## src/rtl/alu_sequencer_pkg.sv

```systemverilog
// rtl/alu_sequencer_pkg.sv - shared widths, ALU op codes, instruction fields and sequencer states
package alu_sequencer_pkg;

  localparam int SEQ_DATA_W     = 8;
  localparam int SEQ_REG_ADDR_W = 2;
  localparam int SEQ_INSTR_W    = 4 + 2 * SEQ_REG_ADDR_W + SEQ_DATA_W;

  localparam logic [2:0] OP_ADD = 3'b000;
  localparam logic [2:0] OP_SUB = 3'b001;
  localparam logic [2:0] OP_SHR = 3'b010;
  localparam logic [2:0] OP_SHL = 3'b011;
  localparam logic [2:0] OP_AND = 3'b100;
  localparam logic [2:0] OP_OR  = 3'b101;
  localparam logic [2:0] OP_NOT = 3'b110;
  localparam logic [2:0] OP_XOR = 3'b111;

  // Field LSB positions: [op | imm_sel | rd | rs | imm8 or rt in the top bits of imm8]
  localparam int F_OP_LSB  = SEQ_INSTR_W - 3;
  localparam int F_IMM_SEL = SEQ_INSTR_W - 4;
  localparam int F_RD_LSB  = F_IMM_SEL - SEQ_REG_ADDR_W;
  localparam int F_RS_LSB  = F_RD_LSB - SEQ_REG_ADDR_W;
  localparam int F_RT_LSB  = SEQ_DATA_W - SEQ_REG_ADDR_W;
  localparam int F_IMM_LSB = 0;

  typedef enum logic [1:0] {
    S_IDLE  = 2'd0,
    S_ISSUE = 2'd1,
    S_WB    = 2'd2
  } seq_state_t;

endpackage

```

## src/rtl/alu_sequencer_if.sv

```systemverilog
// rtl/alu_sequencer_if.sv - instruction handshake, ALU side and status bundle of the sequencer
interface alu_sequencer_if #(
  parameter int DATA_W  = 8,
  parameter int INSTR_W = 16
);
  logic               in_valid;
  logic [INSTR_W-1:0] in_instr;
  logic               in_ready;
  logic [DATA_W-1:0]  alu_a;
  logic [DATA_W-1:0]  alu_b;
  logic [2:0]         alu_code;
  logic [DATA_W-1:0]  alu_y;
  logic               alu_carry;
  logic               alu_zero;
  logic               done;
  logic [DATA_W-1:0]  result;
  logic               flag_c;
  logic               flag_z;

  modport master (
    output in_valid, in_instr, alu_y, alu_carry, alu_zero,
    input  in_ready, alu_a, alu_b, alu_code, done, result, flag_c, flag_z
  );

  modport slave (
    input  in_valid, in_instr, alu_y, alu_carry, alu_zero,
    output in_ready, alu_a, alu_b, alu_code, done, result, flag_c, flag_z
  );
endinterface

```

## src/rtl/alu_sequencer_regfile.sv

```systemverilog
// rtl/alu_sequencer_regfile.sv - seq_regfile: 2**ADDR_W x DATA_W, two async reads, one sync write
// Optional debug read port under SEQ_DEBUG_EN.
module seq_regfile #(
  parameter int DATA_W = 8,
  parameter int ADDR_W = 2
) (
  input  logic              clk,
  input  logic              rst,
  input  logic              we,
  input  logic [ADDR_W-1:0] waddr,
  input  logic [DATA_W-1:0] wdata,
  input  logic [ADDR_W-1:0] raddr_a,
  output logic [DATA_W-1:0] rdata_a,
  input  logic [ADDR_W-1:0] raddr_b,
  output logic [DATA_W-1:0] rdata_b
`ifdef SEQ_DEBUG_EN
  ,
  input  logic [ADDR_W-1:0] dbg_addr,
  output logic [DATA_W-1:0] dbg_rdata
`endif
);
  localparam int DEPTH = 1 << ADDR_W;

  logic [DATA_W-1:0] mem [DEPTH];

  always_ff @(posedge clk or posedge rst) begin
    if (rst) begin
      for (int i = 0; i < DEPTH; i++) mem[i] <= '0;
    end else if (we) begin
      mem[waddr] <= wdata;
    end
  end

  assign rdata_a = mem[raddr_a];
  assign rdata_b = mem[raddr_b];

`ifdef SEQ_DEBUG_EN
  assign dbg_rdata = mem[dbg_addr];
`endif
endmodule

```

## src/rtl/alu_sequencer.sv

```systemverilog
// rtl/alu_sequencer.sv - issues one instruction at a time to an 8-bit ALU and writes back its result
// SEQ_DEBUG_EN adds dbg_sel/dbg_data, a combinational register peek.
module alu_sequencer
  import alu_sequencer_pkg::*;
#(
  parameter int DATA_W     = SEQ_DATA_W,
  parameter int REG_ADDR_W = SEQ_REG_ADDR_W
) (
  input  logic                  clk,
  input  logic                  rst,
  alu_sequencer_if.slave        bus
`ifdef SEQ_DEBUG_EN
  ,
  input  logic [REG_ADDR_W-1:0] dbg_sel,
  output logic [DATA_W-1:0]     dbg_data
`endif
);
  seq_state_t state, next_state;

  logic [REG_ADDR_W-1:0] rs, rt, rd_in, rd_q;
  logic [DATA_W-1:0]     rs_data, rt_data, imm;
  logic                  imm_sel;
  logic                  accept;
  logic                  write_back;

  assign rs      = bus.in_instr[F_RS_LSB +: REG_ADDR_W];
  assign rt      = bus.in_instr[F_RT_LSB +: REG_ADDR_W];
  assign rd_in   = bus.in_instr[F_RD_LSB +: REG_ADDR_W];
  assign imm     = bus.in_instr[F_IMM_LSB +: DATA_W];
  assign imm_sel = bus.in_instr[F_IMM_SEL];

  assign accept     = (state == S_IDLE) && bus.in_valid;
  assign write_back = (state == S_ISSUE);

  seq_regfile #(
    .DATA_W (DATA_W),
    .ADDR_W (REG_ADDR_W)
  ) u_regfile (
    .clk       (clk),
    .rst       (rst),
    .we        (write_back),
    .waddr     (rd_q),
    .wdata     (bus.alu_y),
    .raddr_a   (rs),
    .rdata_a   (rs_data),
    .raddr_b   (rt),
    .rdata_b   (rt_data)
`ifdef SEQ_DEBUG_EN
    ,
    .dbg_addr  (dbg_sel),
    .dbg_rdata (dbg_data)
`endif
  );

  always_ff @(posedge clk or posedge rst) begin
    if (rst) state <= S_IDLE;
    else     state <= next_state;
  end

  always_comb begin
    next_state = state;
    case (state)
      S_IDLE:  if (bus.in_valid) next_state = S_ISSUE;
      S_ISSUE: next_state = S_WB;
      S_WB:    next_state = S_IDLE;
      default: next_state = S_IDLE;
    endcase
  end

  assign bus.in_ready = (state == S_IDLE);
  assign bus.done     = (state == S_WB);

  // Operands are captured at accept so the instruction bus is free during S_ISSUE.
  always_ff @(posedge clk or posedge rst) begin
    if (rst) begin
      bus.alu_a    <= '0;
      bus.alu_b    <= '0;
      bus.alu_code <= OP_ADD;
      rd_q         <= '0;
    end else if (accept) begin
      bus.alu_a    <= rs_data;
      bus.alu_b    <= imm_sel ? imm : rt_data;
      bus.alu_code <= bus.in_instr[F_OP_LSB +: 3];
      rd_q         <= rd_in;
    end
  end

  // Carry is architecturally meaningful only for ADD; other ops leave it untouched.
  always_ff @(posedge clk or posedge rst) begin
    if (rst) begin
      bus.result <= '0;
      bus.flag_c <= 1'b0;
      bus.flag_z <= 1'b0;
    end else if (write_back) begin
      bus.result <= bus.alu_y;
      bus.flag_z <= bus.alu_zero;
      if (bus.alu_code == OP_ADD) bus.flag_c <= bus.alu_carry;
    end
  end
endmodule
```

## src/flat_wrapper.sv

```systemverilog
// flat-port wrapper written by rule: the top's interface ports become plain ports
module alu_sequencer_flat import alu_sequencer_pkg::*;
#(
  parameter int DATA_W     = SEQ_DATA_W,
  parameter int REG_ADDR_W = SEQ_REG_ADDR_W
)
  (clk, rst, bus_in_valid, bus_in_instr, bus_alu_y, bus_alu_carry, bus_alu_zero, bus_in_ready, bus_alu_a, bus_alu_b, bus_alu_code, bus_done, bus_result, bus_flag_c, bus_flag_z);
  alu_sequencer_if #(.DATA_W(DATA_W)) bus_i ();
  input  logic clk;
  input  logic rst;
  input wire logic [$bits(bus_i.in_valid)-1:0] bus_in_valid;
  input wire logic [$bits(bus_i.in_instr)-1:0] bus_in_instr;
  input wire logic [$bits(bus_i.alu_y)-1:0] bus_alu_y;
  input wire logic [$bits(bus_i.alu_carry)-1:0] bus_alu_carry;
  input wire logic [$bits(bus_i.alu_zero)-1:0] bus_alu_zero;
  output wire logic [$bits(bus_i.in_ready)-1:0] bus_in_ready;
  output wire logic [$bits(bus_i.alu_a)-1:0] bus_alu_a;
  output wire logic [$bits(bus_i.alu_b)-1:0] bus_alu_b;
  output wire logic [$bits(bus_i.alu_code)-1:0] bus_alu_code;
  output wire logic [$bits(bus_i.done)-1:0] bus_done;
  output wire logic [$bits(bus_i.result)-1:0] bus_result;
  output wire logic [$bits(bus_i.flag_c)-1:0] bus_flag_c;
  output wire logic [$bits(bus_i.flag_z)-1:0] bus_flag_z;
  assign bus_i.in_valid = bus_in_valid;
  assign bus_i.in_instr = bus_in_instr;
  assign bus_i.alu_y = bus_alu_y;
  assign bus_i.alu_carry = bus_alu_carry;
  assign bus_i.alu_zero = bus_alu_zero;
  assign bus_in_ready = bus_i.in_ready;
  assign bus_alu_a = bus_i.alu_a;
  assign bus_alu_b = bus_i.alu_b;
  assign bus_alu_code = bus_i.alu_code;
  assign bus_done = bus_i.done;
  assign bus_result = bus_i.result;
  assign bus_flag_c = bus_i.flag_c;
  assign bus_flag_z = bus_i.flag_z;
  alu_sequencer #(.DATA_W(DATA_W), .REG_ADDR_W(REG_ADDR_W)) u_core (.clk(clk), .rst(rst), .bus(bus_i));
endmodule
```

## config.mk

```make
export PLATFORM = sky130hd
export DESIGN_NAME = alu_sequencer_flat
export DESIGN_NICKNAME = d
export VERILOG_FILES = /design/src/rtl/alu_sequencer_pkg.sv /design/src/rtl/alu_sequencer_if.sv /design/src/rtl/alu_sequencer_regfile.sv /design/src/rtl/alu_sequencer.sv /design/src/flat_wrapper.sv
export SDC_FILE = /design/constraint.sdc
export NUM_CORES = 1
export LEC_CHECK = 0
export BUFFER_PORTS_ARGS = -buffer_cell sky130_fd_sc_hd__buf_2
export CAP_MARGIN = 20
export CORE_MARGIN = 2
export CORE_UTILIZATION = 54
export DETAILED_ROUTE_END_ITERATION = 10
export PLACE_DENSITY = 0.88
export SYNTH_ARGS = -nofsm -noshare
export SYNTH_HDL_FRONTEND = slang
export SYNTH_SLANG_ARGS = --single-unit
```

## constraint.sdc

```tcl
create_clock -name clk -period 2.7 [get_ports clk]
set_input_delay 0.54 -clock clk [delete_from_list [all_inputs] [get_ports clk]]
set_output_delay 0.54 -clock clk [all_outputs]
set_load 0.01 [all_outputs]
```

==> impl_metrics.yaml <==
clocking:
  cts_num_sinks: 65
  cts_tree: "done"
  postCtsResizedCells: 0
  cts-root-buf: "clkbuf_8"
  clk_pin_slew_worst_paths_ns: 0.07
  cts_inserted_buffers: 9
  cts_buffer_depth: 2
  h-tree-depth: 3
  ctsHoldBuffers: 0
  cts_setup_buffers: 0
  insertion_delay_ns: 0.34
sta:
  period_needed_ns: 2.08
  hold_viol: 0
  finalClockSkew_ns: 0.00577
  fin_crit_sh_pct: 77.1
  rsz0062_at_grt: "false"
  setup_viol: 0
  slew_headroom_pct: 44.5
  fmax_mhz: 480
  slew_violations: 0
  fin_setup_tns_ns: 0
  worst_slew_pin_slew_ns: 0.833
critical_path:
  cp.required_ns: 2.92
  cp-startpoint: "u_core.state[1]$_DFFE_PP0P_"
  crit_type: "register to register"
  r2r-start: "u_core.state[1]$_DFFE_PP0P_"
  crit_fanout: 14
  critPathLaunchType: "register"
  end_kind: "register"
  arrival_ns: 2.30
yosys:
  synth-seq-area-share_pct: 55.8
  yosysTopAreaCell: "dfrtp_1"
  synth_nets: 233
  synth_simple_gate_area_share_pct: 8.15
  ys_ff_latch: 65
  synth_top_area_share_pct: 55.8
  synth_xor_area_share_pct: 0
  synth.area.top_cells: "dfrtp_1 (56%), mux2_2 (19%), mux4_2 (11%)"
  synth-adder-area-share_pct: 0
  synthMuxAreaShare_pct: 32.1
  synth_top_family_by_area: "multiplexers"
  yosysWarnings: 0
  syn_avg_cell_area_um2: 14.3
  ys_types: 22
  synth_area_um2: 2920
  syn_inst: 204
  synth-compound-area-share_pct: 1.80
drt:
  drt-vias-per-instance: 5.68
  via_count: 1948
  dr.pass1.iters: 4
  drc: 0
  wl_per_cell_um: 18.5
  drt_iter0_drc: 96
  routed_wl_um: 6330
  postRouteAntennaNets: 0
floorplanning:
  chipHeight_um: 77.5
  start_util_pct: 56.4
  row_count: 26
  core_um2: 5170
  boundaryPins: 60
  die_width_um: 77.5
  design.die.area_um2: 6000
placement:
  portBuffers: 59
  routabilityCongestion: 0.794
  dp_hpwl_um: 4430
pwr:
  leakagePower_nw: 1.63
  p_per_area_nw_per_um2: 1060
  vdd_drop_max_mv: 0.425
outcome:
  status: "finished clean"
layout:
  fin_nets: 297
  drive_gt1_share_pct: 53.8
  area_growth_syn_to_layout_pct: 20.4
  n_fill_cell: 360
  diodes: 0
  final_util_pct: 67.9
min_path:
  min_path_type: "input port to async pin"
global_route:
  grtUsageTotal_pct: 23.2
  grt_util_met2_pct: 37.8
  grt_max_degree: 28
  grt_pass1_vias: 2093
  gr-usage-met1_pct: 29.1
  grt_overflow: 0
  grt_pass1_wl_um: 10400
  busiest_layer: "met2"
  grtUsageMet3_pct: 5.70
  antenna_found_initial: 0
flow_run:
  maxCapViolations: 0
-- layout by cell type (no fill, tap or decap), drive strengths merged, types with 2 or more instances in the layout --
| master | instances |
|---|---|
| mux4 | 14 |
| nor2 | 9 |
| clkbuf | 15 |
| buf | 64 |
| mux2i | 8 |
| a31oi | 2 |
| inv | 2 |
| nand2 | 27 |
| mux2 | 48 |
| dfrtp | 65 |
| o21ai | 2 |
| nor3b | 3 |
| or3 | 2 |
| a21oi | 6 |
-- through the flow --
stage                     setup slack [ns]  instances  hold WS (ns)  power [mW]  cell area (um2)
after floorplan                      0.534        204         0.491        2.41             2920
after global placement               0.667        327         0.454        2.73             3290
after detailed placement             0.587        327         0.457        2.83             3290
after CTS                            0.584        343         0.260        3.74             3510
after global routing                 0.522        343         0.290        3.92             3510
final                                0.618        343         0.255        3.73             3510
-- critical path, cell delays in order, from the launching register on --
cell,delay (ns)
dfrtp_1,0.41
nand2b_1,0.53
nor3b_4,0.63
mux2_2,0.40
-- sequential cells by signal, summed over array words and instances (netlist names) --
name,count
u_core.bus.alu_a,8
u_core.bus.alu_b,8
u_core.bus.alu_code,3
u_core.bus.flag_c,1
u_core.bus.flag_z,1
u_core.bus.result,8
u_core.rd_q,2
u_core.state,2
u_core.u_regfile.mem,32
-- logic make-up (layout without fill, tap and decap cells) --
kind of cell           count (synthesis)  in the layout
AND/OR/NAND/NOR                       46             46
multiplexers                          70             70
buffers and inverters                 13             82
flip-flops                            65             65
AO/OA/AOI/OAI                         10             10
-- synthesized netlist by cell type --
master    instances
buf_6             1
a21oi_1           6
nor3b_4           2
mux2_2           48
mux2i_1           8
nand3_2           1
dfrtp_1          65
nor2_1            9
nor3b_1           1
nor4_1            1
buf_2             6
a31oi_1           2
clkbuf_1          2
nor2b_1           1
inv_1             2
nand2_1          27
or3_1             2
buf_1             2
mux4_2           14
nor3_4            1
o21ai_0           2
nand2b_1          1
-- final timing paths --
check                                                       end  slack, ns  cells after the start
min reg2reg                    u_core.bus.result[2]$_DFFE_PP0P_       0.47                      2
min                        u_core.u_regfile.mem[30]$_DFFE_PP0P_       0.25                      2
max                        u_core.u_regfile.mem[16]$_DFFE_PP0P_       0.62                      3
min in group clk                  u_core.bus.flag_z$_DFFE_PP0P_       0.41                      3
max in group asynchronous         u_core.bus.flag_z$_DFFE_PP0P_       1.73                      3
max reg2reg                u_core.u_regfile.mem[16]$_DFFE_PP0P_       0.62                      3
-- where the power goes --
part | total (mW) | internal [mW] | switching [mW]
logic | 1.11 | 0.655 | 0.458
registers | 1.70 | 1.40 | 0.306
clock network | 0.911 | 0.554 | 0.357
-- layer usage --
| layer | up-vias | part of all wire, % |
|---|---|---|
| li1 | 871 | - |
| met1 | 997 | 43 |
| met2 | 64 | 50 |
| met3 | 16 | 4.5 |
| met4 | 0 | 2.4 |
| met5 | - | 0 |
-- final cells by class --
class	count	area, um2	share of cell area [%]
Clock buffer	15	196	5.59
Clock inverter	1	30.0	0.855
Inverter	2	7.51	0.214
Multi-Input combinational cell	126	1230	35.1
Sequential cell	65	1630	46.3
Tap cell	70	87.6	2.49
Timing Repair Buffer	64	333	9.48
(Power assumes the default switching activity.)
